$ cat src/rtl/ex_operand_stage.sv
// ID/EX pipeline register with operand select, MEM/WB forwarding and load-use stall.
// Define EX_FWD_EN to enable forwarding; when it is undefined, any MEM/WB hit on a used operand stalls.
module ex_operand_stage #(
  parameter int XLEN = 32,
  parameter int OP_W = 11
) (
  input  logic            clk,
  input  logic            resetn,
  input  logic            flush,
  input  logic            id_to_ex_valid,
  output logic            ex_allowin,
  input  logic [XLEN-1:0] id_pc,
  input  logic [XLEN-1:0] id_imm,
  input  logic [XLEN-1:0] id_rs1_data,
  input  logic [XLEN-1:0] id_rs2_data,
  input  logic [4:0]      id_rs1,
  input  logic [4:0]      id_rs2,
  input  logic [4:0]      id_rd,
  input  logic [OP_W-1:0] id_alu_op,
  input  logic            id_src1_is_pc,
  input  logic            id_src2_is_imm,
  input  logic            id_rf_we,
  input  logic            id_is_load,
  input  logic            mem_fwd_valid,
  input  logic            mem_fwd_we,
  input  logic            mem_fwd_is_load,
  input  logic [4:0]      mem_fwd_rd,
  input  logic [XLEN-1:0] mem_fwd_data,
  input  logic            wb_fwd_valid,
  input  logic            wb_fwd_we,
  input  logic [4:0]      wb_fwd_rd,
  input  logic [XLEN-1:0] wb_fwd_data,
  output logic [XLEN-1:0] alu_src1,
  output logic [XLEN-1:0] alu_src2,
  output logic [OP_W-1:0] alu_op,
  output logic [XLEN-1:0] ex_store_data,
  output logic [XLEN-1:0] ex_pc,
  output logic [4:0]      ex_rd,
  output logic            ex_rf_we,
  output logic            ex_is_load,
  input  logic            mem_allowin,
  output logic            ex_to_mem_valid
);

  logic            ex_valid_r;
  logic [XLEN-1:0] pc_r, imm_r, rs1_data_r, rs2_data_r;
  logic [4:0]      rs1_r, rs2_r, rd_r;
  logic [OP_W-1:0] alu_op_r;
  logic            src1_is_pc_r, src2_is_imm_r, rf_we_r, is_load_r;

  logic            mem_hit1_s, mem_hit2_s, wb_hit1_s, wb_hit2_s;
  logic            use1_s, use2_s, stall_s, ex_ready_go_s;
  logic [XLEN-1:0] fwd1_s, fwd2_s;

  assign mem_hit1_s = mem_fwd_valid & mem_fwd_we & (mem_fwd_rd == rs1_r) & (rs1_r != 5'd0);
  assign mem_hit2_s = mem_fwd_valid & mem_fwd_we & (mem_fwd_rd == rs2_r) & (rs2_r != 5'd0);
  assign wb_hit1_s  = wb_fwd_valid & wb_fwd_we & (wb_fwd_rd == rs1_r) & (rs1_r != 5'd0);
  assign wb_hit2_s  = wb_fwd_valid & wb_fwd_we & (wb_fwd_rd == rs2_r) & (rs2_r != 5'd0);

  // A store (no rf write, not a load) consumes rs2 through ex_store_data even with an immediate src2
  assign use1_s = ~src1_is_pc_r;
  assign use2_s = ~src2_is_imm_r | (~rf_we_r & ~is_load_r);

`ifdef EX_FWD_EN
  // Forward mux (MEM beats WB); only a load in MEM cannot be bypassed yet
  always_comb begin
    fwd1_s = rs1_data_r;
    fwd2_s = rs2_data_r;
    if (mem_hit1_s) begin
      fwd1_s = mem_fwd_data;
    end else if (wb_hit1_s) begin
      fwd1_s = wb_fwd_data;
    end else begin
      fwd1_s = rs1_data_r;
    end
    if (mem_hit2_s) begin
      fwd2_s = mem_fwd_data;
    end else if (wb_hit2_s) begin
      fwd2_s = wb_fwd_data;
    end else begin
      fwd2_s = rs2_data_r;
    end
    stall_s = mem_fwd_is_load & ((mem_hit1_s & use1_s) | (mem_hit2_s & use2_s));
  end
`else
  // No bypass: any pending producer of a used operand stalls until it retires
  always_comb begin
    fwd1_s  = rs1_data_r;
    fwd2_s  = rs2_data_r;
    stall_s = ((mem_hit1_s | wb_hit1_s) & use1_s) | ((mem_hit2_s | wb_hit2_s) & use2_s);
  end

  logic fwd_unused_s;
  assign fwd_unused_s = ^{mem_fwd_data, wb_fwd_data, mem_fwd_is_load};
`endif

  assign ex_ready_go_s = ~stall_s;

  // Handshake and operand select; alu_op is gated so bubbles drive a zero ALU result
  always_comb begin
    ex_allowin      = ~ex_valid_r | (ex_ready_go_s & mem_allowin);
    ex_to_mem_valid = ex_valid_r & ex_ready_go_s;
    if (src1_is_pc_r) begin
      alu_src1 = pc_r;
    end else begin
      alu_src1 = fwd1_s;
    end
    if (src2_is_imm_r) begin
      alu_src2 = imm_r;
    end else begin
      alu_src2 = fwd2_s;
    end
    if (ex_valid_r) begin
      alu_op = alu_op_r;
    end else begin
      alu_op = {OP_W{1'b0}};
    end
    ex_store_data = fwd2_s;
    ex_pc         = pc_r;
    ex_rd         = rd_r;
    ex_rf_we      = rf_we_r;
    ex_is_load    = is_load_r;
  end

  // Valid bit: flush wins over a simultaneous accept
  always_ff @(posedge clk or negedge resetn) begin
    if (!resetn) begin
      ex_valid_r <= 1'b0;
    end else if (flush) begin
      ex_valid_r <= 1'b0;
    end else if (ex_allowin) begin
      ex_valid_r <= id_to_ex_valid;
    end else begin
      ex_valid_r <= ex_valid_r;
    end
  end

  // Payload loads on any accepted offer, even under flush, since valid is cleared anyway
  always_ff @(posedge clk or negedge resetn) begin
    if (!resetn) begin
      pc_r          <= {XLEN{1'b0}};
      imm_r         <= {XLEN{1'b0}};
      rs1_data_r    <= {XLEN{1'b0}};
      rs2_data_r    <= {XLEN{1'b0}};
      rs1_r         <= 5'd0;
      rs2_r         <= 5'd0;
      rd_r          <= 5'd0;
      alu_op_r      <= {OP_W{1'b0}};
      src1_is_pc_r  <= 1'b0;
      src2_is_imm_r <= 1'b0;
      rf_we_r       <= 1'b0;
      is_load_r     <= 1'b0;
    end else if (id_to_ex_valid && ex_allowin) begin
      pc_r          <= id_pc;
      imm_r         <= id_imm;
      rs1_data_r    <= id_rs1_data;
      rs2_data_r    <= id_rs2_data;
      rs1_r         <= id_rs1;
      rs2_r         <= id_rs2;
      rd_r          <= id_rd;
      alu_op_r      <= id_alu_op;
      src1_is_pc_r  <= id_src1_is_pc;
      src2_is_imm_r <= id_src2_is_imm;
      rf_we_r       <= id_rf_we;
      is_load_r     <= id_is_load;
    end else begin
      pc_r          <= pc_r;
      imm_r         <= imm_r;
      rs1_data_r    <= rs1_data_r;
      rs2_data_r    <= rs2_data_r;
      rs1_r         <= rs1_r;
      rs2_r         <= rs2_r;
      rd_r          <= rd_r;
      alu_op_r      <= alu_op_r;
      src1_is_pc_r  <= src1_is_pc_r;
      src2_is_imm_r <= src2_is_imm_r;
      rf_we_r       <= rf_we_r;
      is_load_r     <= is_load_r;
    end
  end

endmodule

$ cat config.mk
export PLATFORM = sky130hd
export DESIGN_NAME = ex_operand_stage
export DESIGN_NICKNAME = d
export VERILOG_FILES = /design/src/rtl/ex_operand_stage.sv
export SDC_FILE = /design/constraint.sdc
export NUM_CORES = 1
export LEC_CHECK = 0
export ABC_AREA = 1
export BUFFER_PORTS_ARGS = -buffer_cell sky130_fd_sc_hd__buf_2
export CORE_AREA = 3 3 150 152
export CTS_BUF_LIST = sky130_fd_sc_hd__clkbuf_4 sky130_fd_sc_hd__clkbuf_8
export DETAILED_ROUTE_END_ITERATION = 16
export DIE_AREA = 0 0 153 155
export GPL_ROUTABILITY_DRIVEN = 0
export GPL_TIMING_DRIVEN = 0
export SLEW_MARGIN = 20
export SYNTH_ARGS = -nofsm -noshare
export SYNTH_HDL_FRONTEND = slang
export SYNTH_SLANG_ARGS = --single-unit
$ cat constraint.sdc
create_clock -name clk -period 3.5 [get_ports clk]
set_input_delay 0.7 -clock clk [delete_from_list [all_inputs] [get_ports clk]]
set_output_delay 0.7 -clock clk [all_outputs]
set_load 0.02 [all_outputs]
# After elaboration in Yosys (flattened, before gate mapping)
# Cells that the tools add are included.
[word_totals]
reg_bits = 159
wordCells = 52
[op_classes]
n_bitwise = 26
reduce_logical = 4
mux = 5
n_eq_ne = 4
[op_table]
columns = ["operator", "count"]
rows = [
  ["$mux W32", 2],
  ["$eq A5 B5 Y1", 4],
  ["$and A1 B1 Y1", 15],
  ["$mux W11", 1],
  ["$reduce_bool A5 Y1", 2],
  ["$not A1 Y1", 6],
  ["$or A1 B1 Y1", 5],
  ["$mux W1", 2],
  ["$reduce_bool A2 Y1", 1],
  ["$logic_and A1 B1 Y1", 1],
]

# Depth between registers and ports, before layout
# Gate-level depths: netlist (run 1).
[depth]
word_depth = 11
ltp_mapped = 14
mapped_depth_nobuf = 12

# Worst setup path after synthesis (run 1)
# No wires, ideal clock.
[synth_timing]
path_type = "input to output"
start = "input mem_fwd_rd[4]"
end = "output ex_allowin"
setup_slack_ns = 1.329
n_path_buf = 1
stages = 10
t_arrival_ns = 1.471
cell_sequence = "inv_1 nand2_1 nand2_1 nor2_1 nand3_1 nand2_1 nand2_1 nand3_2 nand2_4 buf_2"
[synth_via]
elab_chain_cells = 9
word_cells_on_any_way = 14
classes_between = "eq/ne: 2; bitwise: 12"
[synth_rtl]
columns = ["item", "line", "source"]
rows = [
  ["from (decl)", "27", "input logic [4:0] mem_fwd_rd,"],
  ["$eq A5 B5 Y1, on equally long branches", "55, 56", ""],
  ["$and A1 B1 Y1, on equally long branches (2 in series)", "55, 56", ""],
  ["$or A1 B1 Y1", "90", "stall_s = ((mem_hit1_s | wb_hit1_s) & use1_s) | ((mem_hit2_s | wb_hit2_s) & use2_s);"],
  ["$and A1 B1 Y1", "90", ""],
  ["$or A1 B1 Y1 *", "90", ""],
  ["$not A1 Y1 *", "97", "assign ex_ready_go_s = ~stall_s;"],
  ["$and A1 B1 Y1 *", "101", "ex_allowin = ~ex_valid_r | (ex_ready_go_s & mem_allowin);"],
  ["$or A1 B1 Y1 *", "101", ""],
  ["to (decl)", "11", "output logic ex_allowin,"],
]
# Mark *: on every way between the ends. The rest lies on a longest branch, timed or not.

# Worst setup path after layout (run 1)
[layout_timing]
start = "register src2_is_imm_r"
end = "output alu_src2[2]"
[layout_via]
elab_chain_cells = 1
[layout_rtl]
columns = ["item", "line", "source"]
rows = [
  ["from (decl)", "49", "logic src1_is_pc_r, src2_is_imm_r, rf_we_r, is_load_r;"],
  ["from (signal assigned)", "163", "src2_is_imm_r <= id_src2_is_imm;"],
  ["from (signal assigned)", "176", "src2_is_imm_r <= src2_is_imm_r;"],
  ["$mux W32", "108", "if (src2_is_imm_r) begin"],
  ["to (decl)", "34", "output logic [XLEN-1:0] alu_src2,"],
]
# No other way between the ends.

==> run metrics, run 1 <==
status=completed; Final ANT Viol Nets=0; Worst Setup Slack, final=0.717 ns; largest net degree at the start of global routing=92; total power draw=between 5 and 6 mW; grt ovf=0; Setup CP Type=reg -> out; WL/cell=16.0 µm; num rows=53; Final #Nets=1544; HP Class=in -> async; fin crit share=about four fifths; syn_nets=1201; syn avg cell area=7.86 µm²; Starting Density=35.6%; Die Width=153 µm; CTS tree=yes; Yosys warning count=0; Detailed Routing Iterations Pass 1=4; Placed Cells=1558; max capacitance violation total=0; Syn-to-layout area delta=32.4%; P_leak=5.89 nW; slew margin rel.=43.2%; die height=155 µm; Post-CTS Hold Buffers=0; Clk pin slew, worst setup/hold paths=0.09 ns; Finish-stage setup viols=0; Pins Over Slew Limit=0; clock sink count=159; via count of the routed design=7423; Int Pwr=3.34 mW; Netlist Area Pre-Place=7540 µm²; Startpoint Class=register; most frequent cells in the layout=477 x nand2_1, 339 x buf_2, 163 x nand3_1; Switch Pwr=1.76 mW; setup TNS=0 ns; core region area=around 21000 µm²; Clk network pwr share=30.3%; area of the die=~24000 µm²; layout cells sized above 1=32.6%; number of global-route vias before repair=~7400; clock buffer depth=2; hpwl dp=19.3 mm; Worst setup EP type=output pin; Peak supply drop=259 µV; initial detailed-routing violation count=336; sw frac=34.5%; Cell Pwr Density=510 nW/µm²; Vias/cell=approximately 4.7; GRT Overall Usage=between 20% and 30%; clock skew=0.0182 ns; Worst-Margin Slew=approximately 0.85 ns; number of remaining DRC errors=0; Hold Vio Cnt, Final=0; H-Tree Depth=4; f_max=359 MHz; crit path DAT=2.08 ns; commonest non-fill, non-tap cell in the layout=nand2_1; RSZ-0062 raised after global routing=no; min cycle time layout=between 2 and 3 ns; CTS root buf=clkbuf_8; Post-Route WL=25.5 mm; Setup WS pre-CTS=0.830 ns; Combinational Power Share=26.5%; Buffers on Ports=around 320; Ports=just under 400; sequential fraction of the synthesis area=52.8%; crit path max fanout=10; Post-CTS Setup Inserts=0; later-pin clock latency in the skew report=0.44 ns; Critical Path RT=2.80 ns; Reg power frac=43.2%; CTS Buf Count=17; Post-Synthesis Cells=959; initial antenna violation count=4; final std cells w/o fill=1591; synthesis-stage register bit count=~160; first-pass GRT wire length=about 40 mm; post_cts resized=0; Cell variety after synth=21
==> state kept, by name, summed over array words and instances, names as in the netlist <==
name           cells
rs1_r              5
ex_is_load         1
fwd1_s            32
alu_op_r          11
ex_store_data     32
ex_rd              5
src1_is_pc_r       1
ex_pc             32
src2_is_imm_r      1
ex_valid_r         1
ex_rf_we           1
rs2_r              5
imm_r             32
==> area by class of cell <==
cell class,count,area (µm²)
flip-flops and latches,159,3980
fillers,2189,11200
plain buffers,64,318
well taps,275,344
clock buffers,18,241
multi-input cells,701,3110
diodes,2,5.00
repair buffers,324,1650
clock inverters,13,201
inverters,35,131
==> cells in the mapped netlist (all sizes together) <==
cell type / count / share of area (%)
nor2: 17 / 0.85
nand4: 1 / 0.083
mux2: 32 / 4.8
nand2: 479 / 24
dfrtp: 159 / 53
o21ai: 4 / 0.27
a21oi: 1 / 0.066
and3: 1 / 0.083
nand3: 164 / 11
clkbuf: 27 / 1.3
xor2: 2 / 0.23
inv: 35 / 1.7
buf: 37 / 2.9
==> stage by stage <==
step	instance area, µm²	utilization, %	hold slack (ns)
after detailed placement	9540	45.1	0.454
after CTS	9980	47.2	0.282
final	9990	47.2	0.255
after global routing	9990	47.2	0.273
after global placement	9500	44.9	0.449
after floorplan	7540	-	0.404
==> per-layer routing <==
layer / wire (µm) / global-route usage (%) / up-vias
met5: 27 / 0 / -
met1: 11200 / 27.9 / 3451
li1: - / - / 3709
met4: 433 / 5.47 / 4
met3: 1540 / 5.23 / 31
met2: 12200 / 35.2 / 228
==> critical path, stage by stage, from the launching register on <==
cell and delay (ns):
dfrtp_1 0.32, buf_2 0.19, clkbuf_1 0.54, mux2_2 0.43, buf_2 0.16
==> power by group through the flow <==
stage	Sequential [mW]	Combinational, mW	Clock [mW]
4_1_cts	2.20	1.37	1.59
5_1_grt	2.23	1.49	1.66
3_5_place_dp	2.23	1.37	0
6_report	2.20	1.35	1.54
2_1_floorplan	2.32	0.701	0
3_3_place_gp	2.23	1.36	0
==> cells by family after synthesis <==
group	synth area share (%)
buffers and inverters	5.96
DFF	52.8
and+or+nand+nor	35.9
AOI/OAI and AO/OA	0.332
muxes	4.78
xor gates and xnor gates	0.232
==> final timing paths <==
path,start,end,slack (ns),cells after the start
setup / recovery,src2_is_imm_r,alu_src2[2],0.72,4
hold / removal,resetn,ex_pc[17],0.26,1
setup reg to reg,src2_is_imm_r,rs1_r[2],1.45,11
hold reg to reg,ex_rd[0],ex_rd[0],0.47,2
max in group asynchronous,resetn,rs2_r[4],2.46,2
min in group clk,flush,ex_valid_r,0.42,2
(Power assumes the default switching activity.)
==> run 2, diff against run 1 <==
CORE_AREA = 3 3 149 151   (was 3 3 150 152)
DIE_AREA = 0 0 152 154   (was 0 0 153 155)
PLACE_DENSITY = 0.68   (was default)
clock period = 2.5 ns   (was 3.5 ns; I/O delays follow)
==> run 2 against run 1 <==
  * Clock-buffer cell count rose by 2
  * Register-to-register slack worse by 1.1 ns
  * Core utilization up 0.41 points
  * Global-route usage up 0.075 points
  * Non-clock buffer count is the same
  * Critical path depth unchanged
  * Routed wire length shrank 0.72%
  * Largest power group unchanged
==> run metrics, run 2 (same netlist as run 1, synthesis figures left out) <==
status=completed; Buffers on Ports=323 (unchanged); post-layout util=47.6% (+0.41 points); Hold Vio Cnt, Final=0 (unchanged); min cycle time layout=2.36 ns; total power draw=6.95 mW (+36%); commonest non-fill, non-tap cell in the layout=nand2_1; later-pin clock latency in the skew report=0.45 ns (about the same); clock skew=0.0155 ns (-0.00271 ns); H-Tree Depth=4 (unchanged); met2 Resource Use GR=34.8% (-0.39 points); hpwl dp=18.8 mm (-2.3%); layout cells sized above 1=33.3% (+0.66 points); via count of the routed design=7461 (+0.51%); grt ovf=0 (unchanged); WL/cell=15.9 µm (-0.84%); crit path max fanout=10 (unchanged); final std cells w/o fill=1593 (+0.13%); Peak supply drop=401 µV (+55%); Startpoint Class=register; largest net degree at the start of global routing=95 (+3.3%); initial antenna violation count=4 (unchanged); number of remaining DRC errors=0 (unchanged); Die Width=152 µm (-0.65%); Post-Route WL=25.3 mm (-0.72%); clock buffer depth=2 (unchanged); slowest stage cell on the critical path=mux2_2; Finish-stage setup viols=0 (unchanged); Clk pin slew, worst setup/hold paths=0.09 ns (about the same); design area=9980 µm² (about the same); Pins Over Slew Limit=0 (unchanged); Worst-Margin Slew=0.815 ns (-0.0374 ns); met1 GRT Util=27.4% (-0.51 points); number of global-route vias before repair=7494 (+1.7%); GRT Overall Usage=21.2% (+0.075 points); Cell Pwr Density=696 nW/µm² (+37%); Post-CTS Setup Inserts=0 (unchanged); gr busiest metal=met2; Worst setup EP type=output pin; Ports=390 (unchanged); Starting Density=36.0% (+0.34 points); P_leak=5.89 nW (about the same); Detailed Routing Iterations Pass 1=5 (+1); Final ANT Viol Nets=0 (unchanged); setup slack on the worst flop-to-flop path=0.38 ns (-1.07 ns); Final #Nets=1544 (unchanged); area of the die=23400 µm² (-1.3%); die height=154 µm (-0.65%); crit path DAT=1.86 ns (-0.22 ns); core region area=21000 µm² (-0.94%); Placed Cells=1558 (unchanged); most frequent CP cell=buf_2; fin crit share=94.3%; CTS Buf Count=17 (unchanged); initial detailed-routing violation count=468 (+39%); Critical Path RT=2.00 ns (-0.80 ns); max capacitance violation total=0 (unchanged); CTS tree=yes; Syn-to-layout area delta=32.3% (about the same); first-pass GRT wire length=40.0 mm (unchanged); slew margin rel.=45.7% (+2.5 points); num rows=53 (unchanged); clock sink count=159 (unchanged); met3 Resource Use GR=5.60% (+0.37 points); crit-path cells=buf_2 -> clkbuf_2 -> mux2_2 -> buf_2; setup TNS=0 ns (unchanged); CTS root buf=clkbuf_8; f_max=424 MHz; RSZ-0062 raised after global routing=yes; most frequent cells in the layout=477 x nand2_1, 336 x buf_2, 163 x nand3_1; Vias/cell=4.68 (+0.39%); HP Class=in -> reg; critical path's largest stage delay=0.39 ns (-0.15 ns); Setup CP Type=reg -> out; post-placement cell area=9540 µm² (unchanged)
-- run 2: cell count changes in the layout (fill, tap and decap cells not counted), sizes merged --
cell,previous run,this run
buf,361,360
bufinv,4,2
clkbuf,45,47
clkinv,1,5
diode,2,3
dlygate4sd3,0,1
inv,41,38
-- run 2: power breakdown --
group | switching [mW] | internal [mW]
logic | 1.21 | 0.683
clock network | 1.03 | 0.944
registers | 0.214 | 2.87
total | 2.45 | 4.50
-- run 2: path summary, 6_finish.rpt --
check	start	cells after the start	endpoint
setup / recovery	src2_is_imm_r	4	alu_src2[8]
hold / removal	flush	2	ex_valid_r
setup reg to reg	rs2_r[1]	11	fwd1_s[5]
hold reg to reg	imm_r[23]	2	imm_r[23]
max in group asynchronous	resetn	3	ex_store_data[0]
min in group asynchronous	resetn	2	fwd1_s[20]
-- run 2: worst max-delay path, delay by kind of cell (launching register included) --
family	cells	cell delay, ns
flops	1	0.33
mux	1	0.39
buf+inv	3	0.68
-- run 2: cell type report --
| cell class | count | area, µm² |
|---|---|---|
| Buffer | 63 | 323 |
| Fill cell | 2136 | 11000 |
| Inverter | 35 | 131 |
| Clock buffer | 20 | 263 |
| Timing Repair Buffer | 325 | 1670 |
| Multi-Input combinational cell | 701 | 3130 |
| Clock inverter | 12 | 134 |
| Sequential cell | 159 | 3980 |
| Antenna cell | 3 | 7.51 |
| Tap cell | 275 | 344 |
-- run 2: repair_timing --
item / in CTS / in global routing
pin swaps: 0 / 1
resized for setup: 7 / 9
hold buffers: 1 / 0
endpoints found under the setup margin: 43 / 21
endpoints found under the hold margin: 28 / 0
-- run 2: per-stage QoR --
stage,worst slack [ns],hold slack (ns)
final,0.144,0.188
after global routing,-0.0403,0.166
after floorplan,0.729,0.204
after global placement,-1.65,0.448
after detailed placement,0.0790,0.454
after CTS,0.0161,0.155
-- run 2: per-layer routing --
layer	vias to the layer above	wire [µm]
li1	3712	-
met4	2	570
met5	-	13
met2	262	12100
met3	33	1570
met1	3452	11000
